## src/rtl/alu_seq.sv

```systemverilog
// Sequential ALU with valid/ready handshakes, status flags and an iterative
// shift-add multiplier; one operation in flight at a time.
module alu_seq #(
  parameter int WIDTH = 8
) (
  input  logic             clk,
  input  logic             rst,
  input  logic [3:0]       op_in,
  input  logic [WIDTH-1:0] a_in,
  input  logic [WIDTH-1:0] b_in,
  input  logic             in_valid,
  output logic             in_ready,
  output logic [WIDTH-1:0] out,
  output logic             out_carry,
  output logic             out_ovf,
  output logic             out_zero,
  output logic             out_valid,
  input  logic             out_ready
);

  localparam int CW = $clog2(WIDTH);
  localparam logic [CW-1:0]    CNT_LAST  = CW'(WIDTH - 1);
  localparam logic [WIDTH-1:0] SHIFT_LIM = WIDTH'(WIDTH);

  localparam logic [3:0] OP_ADD = 4'd1;
  localparam logic [3:0] OP_SUB = 4'd2;
  localparam logic [3:0] OP_AND = 4'd3;
  localparam logic [3:0] OP_OR  = 4'd4;
  localparam logic [3:0] OP_XOR = 4'd5;
  localparam logic [3:0] OP_SHL = 4'd6;
  localparam logic [3:0] OP_SHR = 4'd7;
  localparam logic [3:0] OP_MUL = 4'd8;

  typedef enum logic [1:0] {
    S_IDLE = 2'd0,
    S_EXEC = 2'd1,
    S_MUL  = 2'd2,
    S_OUT  = 2'd3
  } state_t;

  state_t               state_q, state_d;
  logic [3:0]           op_q, op_d;
  logic [WIDTH-1:0]     a_q, a_d;
  logic [WIDTH-1:0]     b_q, b_d;
  logic [CW-1:0]        cnt_q, cnt_d;
  logic [2*WIDTH-1:0]   acc_q, acc_d;
  logic [WIDTH-1:0]     out_q, out_d;
  logic                 carry_q, carry_d;
  logic                 ovf_q, ovf_d;
  logic                 zero_q, zero_d;
  logic                 valid_q, valid_d;

  logic [WIDTH:0]       sum_s;
  logic [WIDTH-1:0]     diff_s;
  logic [WIDTH-1:0]     res_s;
  logic                 res_carry_s;
  logic                 res_ovf_s;
  logic [2*WIDTH-1:0]   addend_s;
  logic [2*WIDTH-1:0]   acc_sum_s;

  // Single-cycle datapath evaluated on the captured operands.
  always_comb begin
    sum_s       = {1'b0, a_q} + {1'b0, b_q};
    diff_s      = a_q - b_q;
    res_s       = '0;
    res_carry_s = 1'b0;
    res_ovf_s   = 1'b0;
    case (op_q)
      OP_ADD: begin
        res_s       = sum_s[WIDTH-1:0];
        res_carry_s = sum_s[WIDTH];
        res_ovf_s   = (a_q[WIDTH-1] == b_q[WIDTH-1]) && (sum_s[WIDTH-1] != a_q[WIDTH-1]);
      end
      OP_SUB: begin
        res_s       = diff_s;
        res_carry_s = (a_q < b_q);
        res_ovf_s   = (a_q[WIDTH-1] != b_q[WIDTH-1]) && (diff_s[WIDTH-1] != a_q[WIDTH-1]);
      end
      OP_AND: res_s = a_q & b_q;
      OP_OR:  res_s = a_q | b_q;
      OP_XOR: res_s = a_q ^ b_q;
      OP_SHL: begin
        if (b_q >= SHIFT_LIM) begin
          res_s = '0;
        end else begin
          res_s = a_q << b_q;
        end
      end
      OP_SHR: begin
        if (b_q >= SHIFT_LIM) begin
          res_s = '0;
        end else begin
          res_s = a_q >> b_q;
        end
      end
      default: res_s = '0;
    endcase
  end

  // One shift-add step: multiplicand shifted by the bit index selected by the counter.
  always_comb begin
    if (b_q[cnt_q]) begin
      addend_s = {{WIDTH{1'b0}}, a_q} << cnt_q;
    end else begin
      addend_s = '0;
    end
    acc_sum_s = acc_q + addend_s;
  end

  // Next-state and output-register logic.
  always_comb begin
    state_d = state_q;
    op_d    = op_q;
    a_d     = a_q;
    b_d     = b_q;
    cnt_d   = cnt_q;
    acc_d   = acc_q;
    out_d   = out_q;
    carry_d = carry_q;
    ovf_d   = ovf_q;
    zero_d  = zero_q;
    valid_d = valid_q;
    case (state_q)
      S_IDLE: begin
        if (in_valid) begin
          op_d    = op_in;
          a_d     = a_in;
          b_d     = b_in;
          cnt_d   = '0;
          acc_d   = '0;
          state_d = (op_in == OP_MUL) ? S_MUL : S_EXEC;
        end else begin
          state_d = S_IDLE;
        end
      end
      S_EXEC: begin
        out_d   = res_s;
        carry_d = res_carry_s;
        ovf_d   = res_ovf_s;
        zero_d  = (res_s == '0);
        valid_d = 1'b1;
        state_d = S_OUT;
      end
      S_MUL: begin
        acc_d = acc_sum_s;
        if (cnt_q == CNT_LAST) begin
          out_d   = acc_sum_s[WIDTH-1:0];
          carry_d = 1'b0;
          ovf_d   = |acc_sum_s[2*WIDTH-1:WIDTH];
          zero_d  = (acc_sum_s[WIDTH-1:0] == '0);
          valid_d = 1'b1;
          cnt_d   = '0;
          state_d = S_OUT;
        end else begin
          cnt_d   = cnt_q + CW'(1);
          state_d = S_MUL;
        end
      end
      S_OUT: begin
        if (out_ready) begin
          valid_d = 1'b0;
          state_d = S_IDLE;
        end else begin
          state_d = S_OUT;
        end
      end
      default: state_d = S_IDLE;
    endcase
  end

  // State and output registers; reset aborts any operation in progress.
  always_ff @(posedge clk or posedge rst) begin
    if (rst) begin
      state_q <= S_IDLE;
      op_q    <= 4'd0;
      a_q     <= '0;
      b_q     <= '0;
      cnt_q   <= '0;
      acc_q   <= '0;
      out_q   <= '0;
      carry_q <= 1'b0;
      ovf_q   <= 1'b0;
      zero_q  <= 1'b0;
      valid_q <= 1'b0;
    end else begin
      state_q <= state_d;
      op_q    <= op_d;
      a_q     <= a_d;
      b_q     <= b_d;
      cnt_q   <= cnt_d;
      acc_q   <= acc_d;
      out_q   <= out_d;
      carry_q <= carry_d;
      ovf_q   <= ovf_d;
      zero_q  <= zero_d;
      valid_q <= valid_d;
    end
  end

  assign in_ready  = (state_q == S_IDLE);
  assign out       = out_q;
  assign out_carry = carry_q;
  assign out_ovf   = ovf_q;
  assign out_zero  = zero_q;
  assign out_valid = valid_q;

endmodule
```

## config.mk

```make
export PLATFORM = sky130hd
export DESIGN_NAME = alu_seq
export DESIGN_NICKNAME = d
export VERILOG_FILES = /design/src/rtl/alu_seq.sv
export SDC_FILE = /design/constraint.sdc
export NUM_CORES = 1
export LEC_CHECK = 0
export ABC_CLOCK_PERIOD_IN_PS = 5300
export CORE_MARGIN = 10
export CORE_UTILIZATION = 35
export DETAILED_ROUTE_END_ITERATION = 8
export PLACE_DENSITY = 0.54
export SLEW_MARGIN = 10
export SYNTH_ARGS = -nofsm -noshare
export SYNTH_HDL_FRONTEND = slang
export SYNTH_SLANG_ARGS = --single-unit
```

## constraint.sdc

```tcl
create_clock -name clk -period 5.3 [get_ports clk]
set_clock_uncertainty 0.15 [all_clocks]
set_input_delay 0.53 -clock clk [delete_from_list [all_inputs] [get_ports clk]]
set_output_delay 0.53 -clock clk [all_outputs]
set_load 0.005 [all_outputs]
```

==> flow_metrics.py <==
metrics = {
    "grt": {
        "first_global_vias": 4635,
        "grt_use_met1_pct": 19.2,
        "grtUsageTotal_pct": 15.0,
        "use_met3_pct": 2.95,
        "grt.met2_usage_pct": 24.0,
        "grt_max_degree": 55,
        "overflow": 0,
        "grt_pass1_wl_um": 24400,
        "top_usage_layer": "met2",
        "antenna_found_initial": 0,
    },
    "timing": {
        "fin_tns_setup_ns": 0,
        "hold_violations": 0,
        "tightest_slew_ns": 1.01,
        "final-max-slew-violation-count": 0,
        "fmax_mhz": 236,
        "rsz0062_at_grt": "false",
        "maxSlewHeadroom_pct": 32.9,
        "setup_viol": 0,
        "period_share_pct": 79.8,
        "setup_slack_ns": 1.07,
        "period_minus_slack_ns": 4.23,
    },
    "layout": {
        "syn2layout_area_growth_pct": 12.4,
        "final_common_cell": "nand2_1",
        "layout_common_cells": "nand2_1 (81), nor2_1 (59), o21ai_0 (53), dfrtp_1 (53), ha_1 (42)",
        "n_antenna_cell": 0,
        "drive_above_1_share_pct": 4.91,
        "finalNonFillerCells": 812,
        "nNetsFinal": 700,
    },
    "clock_network": {
        "cts_buffers": 5,
        "cts_tree": "yes",
        "post_cts_buffers": 0,
        "cts-htree-levels": 2,
        "insertion_delay_ns": 0.31,
        "cts_hold_buf": 0,
        "cts_sinks": 53,
        "clk_pin_slew_ns": 0.08,
        "clock-root-buffer": "clkbuf_16",
        "cts_resized": 0,
        "clock_path_buffers": 2,
    },
    "floorplan": {
        "die_w_um": 139,
        "core.rowCount": 43,
        "start_util_pct": 35.7,
        "io_pins": 37,
        "coreArea_sq_mm": 0.0139,
        "fp.dieH_um": 139,
        "die_area_sq_mm": 0.0193,
    },
    "setup_path": {
        "crit_fanout": 21,
        "worstPathRequired_ns": 5.33,
        "cp-start-kind": "flip-flop",
        "critPathKind": "flip-flop to flip-flop",
        "regToRegSetupSlack_ns": 1.07,
        "r2r_end": "out_ovf",
        "r2r_cells": 12,
        "crit_arrival_ns": 4.26,
        "r2r-start": "cnt_q[0]",
        "end_kind": "flip-flop",
    },
    "worst_hold_path": {
        "hold_end": "out_valid",
        "hold_depth": 2,
        "min-delay-start": "out_valid",
        "hold_class": "flip-flop to flip-flop",
    },
    "place": {
        "dp_slack_ns": 1.11,
        "gp_congestion": 0.906,
        "dp_hpwl_um": 11000,
        "place_inst": 804,
        "io_buffers": 36,
    },
    "detailed_routing": {
        "vias_per_cell": 5.69,
        "postRouteWirelength_um": 14700,
        "drt_iter0_drc": 344,
        "dr_total_vias": 4622,
        "drcViolationCount": 0,
        "drtAntennaViolNets": 0,
        "routedWlPerCell_um": 18.1,
        "first_pass_iters": 5,
    },
    "logic_synthesis": {
        "synth-main-ff-cell": "dfrtp_1",
        "synth_mux_area_share_pct": 7.35,
        "synth-edff-count": 0,
        "postSynthNetCount": 692,
        "synthCells": 623,
        "synthAdderAreaFrac_pct": 11.8,
        "synth_top_family_by_area": "compound AO/OA/AOI/OAI gates",
        "yosysSeqAreaShare_pct": 26.8,
        "synth_area_sq_mm": 0.00495,
        "ys_seq_elements": 53,
        "ys_async_sr_fraction_pct": 100,
        "synth_warnings": 0,
        "avgSynthCellArea_sq_um": 7.95,
        "ys_types": 70,
        "synth-simple-area-share_pct": 20.3,
        "synth_compound_area_share_pct": 25.4,
        "synth_xor_area_share_pct": 2.47,
    },
    "job": {
        "maxCapViolCount": 0,
    },
    "status": {
        "outcome": "finished clean",
    },
    "power": {
        "power_density_mw_per_mm2": 681,
        "irDropWorstVdd_v": 0.000246,
        "p_leak_nw": 2.46,
    },
}
-- area by class of cell --
class,instances,area (sq um)
Clock buffer,5,125
Clock inverter,3,25.0
Fill cell,1470,8310
Inverter,32,120
Multi-Input combinational cell,497,3340
Sequential cell,53,1330
Tap cell,180,225
Timing Repair Buffer,42,405
-- through the flow --
stage / power (W) / utilization (%) / hold slack, ns / area, sq um
3_3_place_gp: 0.00340 / 39.0 / 0.323 / 5420
3_5_place_dp: 0.00342 / 39.0 / 0.328 / 5420
2_1_floorplan: 0.00271 / - / 0.302 / 4950
5_1_grt: 0.00416 / 40.1 / 0.360 / 5570
4_1_cts: 0.00380 / 40.1 / 0.346 / 5570
6_report: 0.00380 / 40.1 / 0.350 / 5570
-- sequential cells by signal, indices dropped and copies added (netlist names) --
signal / flops
a_q: 8
out_carry: 1
out_valid: 1
state_q: 2
out_ovf: 1
b_q: 8
cnt_q: 3
op_q: 4
out: 8
acc_q: 16
out_zero: 1
-- worst max path at each step --
stage / startpoint / end / slack [ns] / depth (start not counted)
after floorplan: b_q[1] / out_ovf / 1.42 / 15
after global placement: cnt_q[0] / out_ovf / 1.19 / 12
after detailed placement: cnt_q[0] / out_ovf / 1.11 / 12
after CTS: cnt_q[0] / out_ovf / 1.10 / 12
after global routing: cnt_q[0] / out_ovf / 0.69 / 12
final: cnt_q[0] / out_ovf / 1.07 / 12
-- worst max-delay path: stages (launching register included) --
cell and delay [ns]:
dfrtp_1 0.76, mux4_2 0.58, nand2_1 0.16, nor4_1 0.07, ha_1 0.25, fa_1 0.41, a21oi_1 0.24, o221ai_1 0.20
a31o_2 0.31, a311oi_1 0.35, o2111ai_1 0.16, o32ai_1 0.32, a41oi_1 0.15
-- cells in the mapped netlist, drive strengths merged, types with 7 or more instances --
library cell | count | area, sq um
nand2 | 81 | 304
o22ai | 11 | 68.8
nor2 | 59 | 221
nand2b | 11 | 68.8
buf | 8 | 46.3
o21ai | 53 | 265
nor2b | 7 | 43.8
clkbuf | 33 | 124
mux2i | 24 | 240
a21o | 12 | 90.1
a21oi | 31 | 155
xnor2 | 8 | 70.1
dfrtp | 53 | 1330
nor3 | 12 | 60.1
a22oi | 8 | 60.1
a211oi | 11 | 82.6
ha | 42 | 526
inv | 32 | 120
a31oi | 7 | 43.8
-- layer usage --
metal  part of all wire [%]  routed length, um
met1                     46               6730
met2                     46               6780
met3                    4.7                693
met4                    3.3                490
met5                      0                  0
-- kinds of logic (layout without fill, tap and decap cells) --
logic type      count (synthesis)  count (layout)
compound gates                190             190
xor+xnor                       14              14
fa+ha+maj                      45              45
buf+inv                        73              82
flops                          53              53
mux                            32              32
simple gates                  216             216
-- where the power goes --
part	internal (W)	switching, W
clock network	0.000179	0.000177
registers	0.000577	0.000359
logic	0.00106	0.00145
Power figures use the tool's default switching activity.
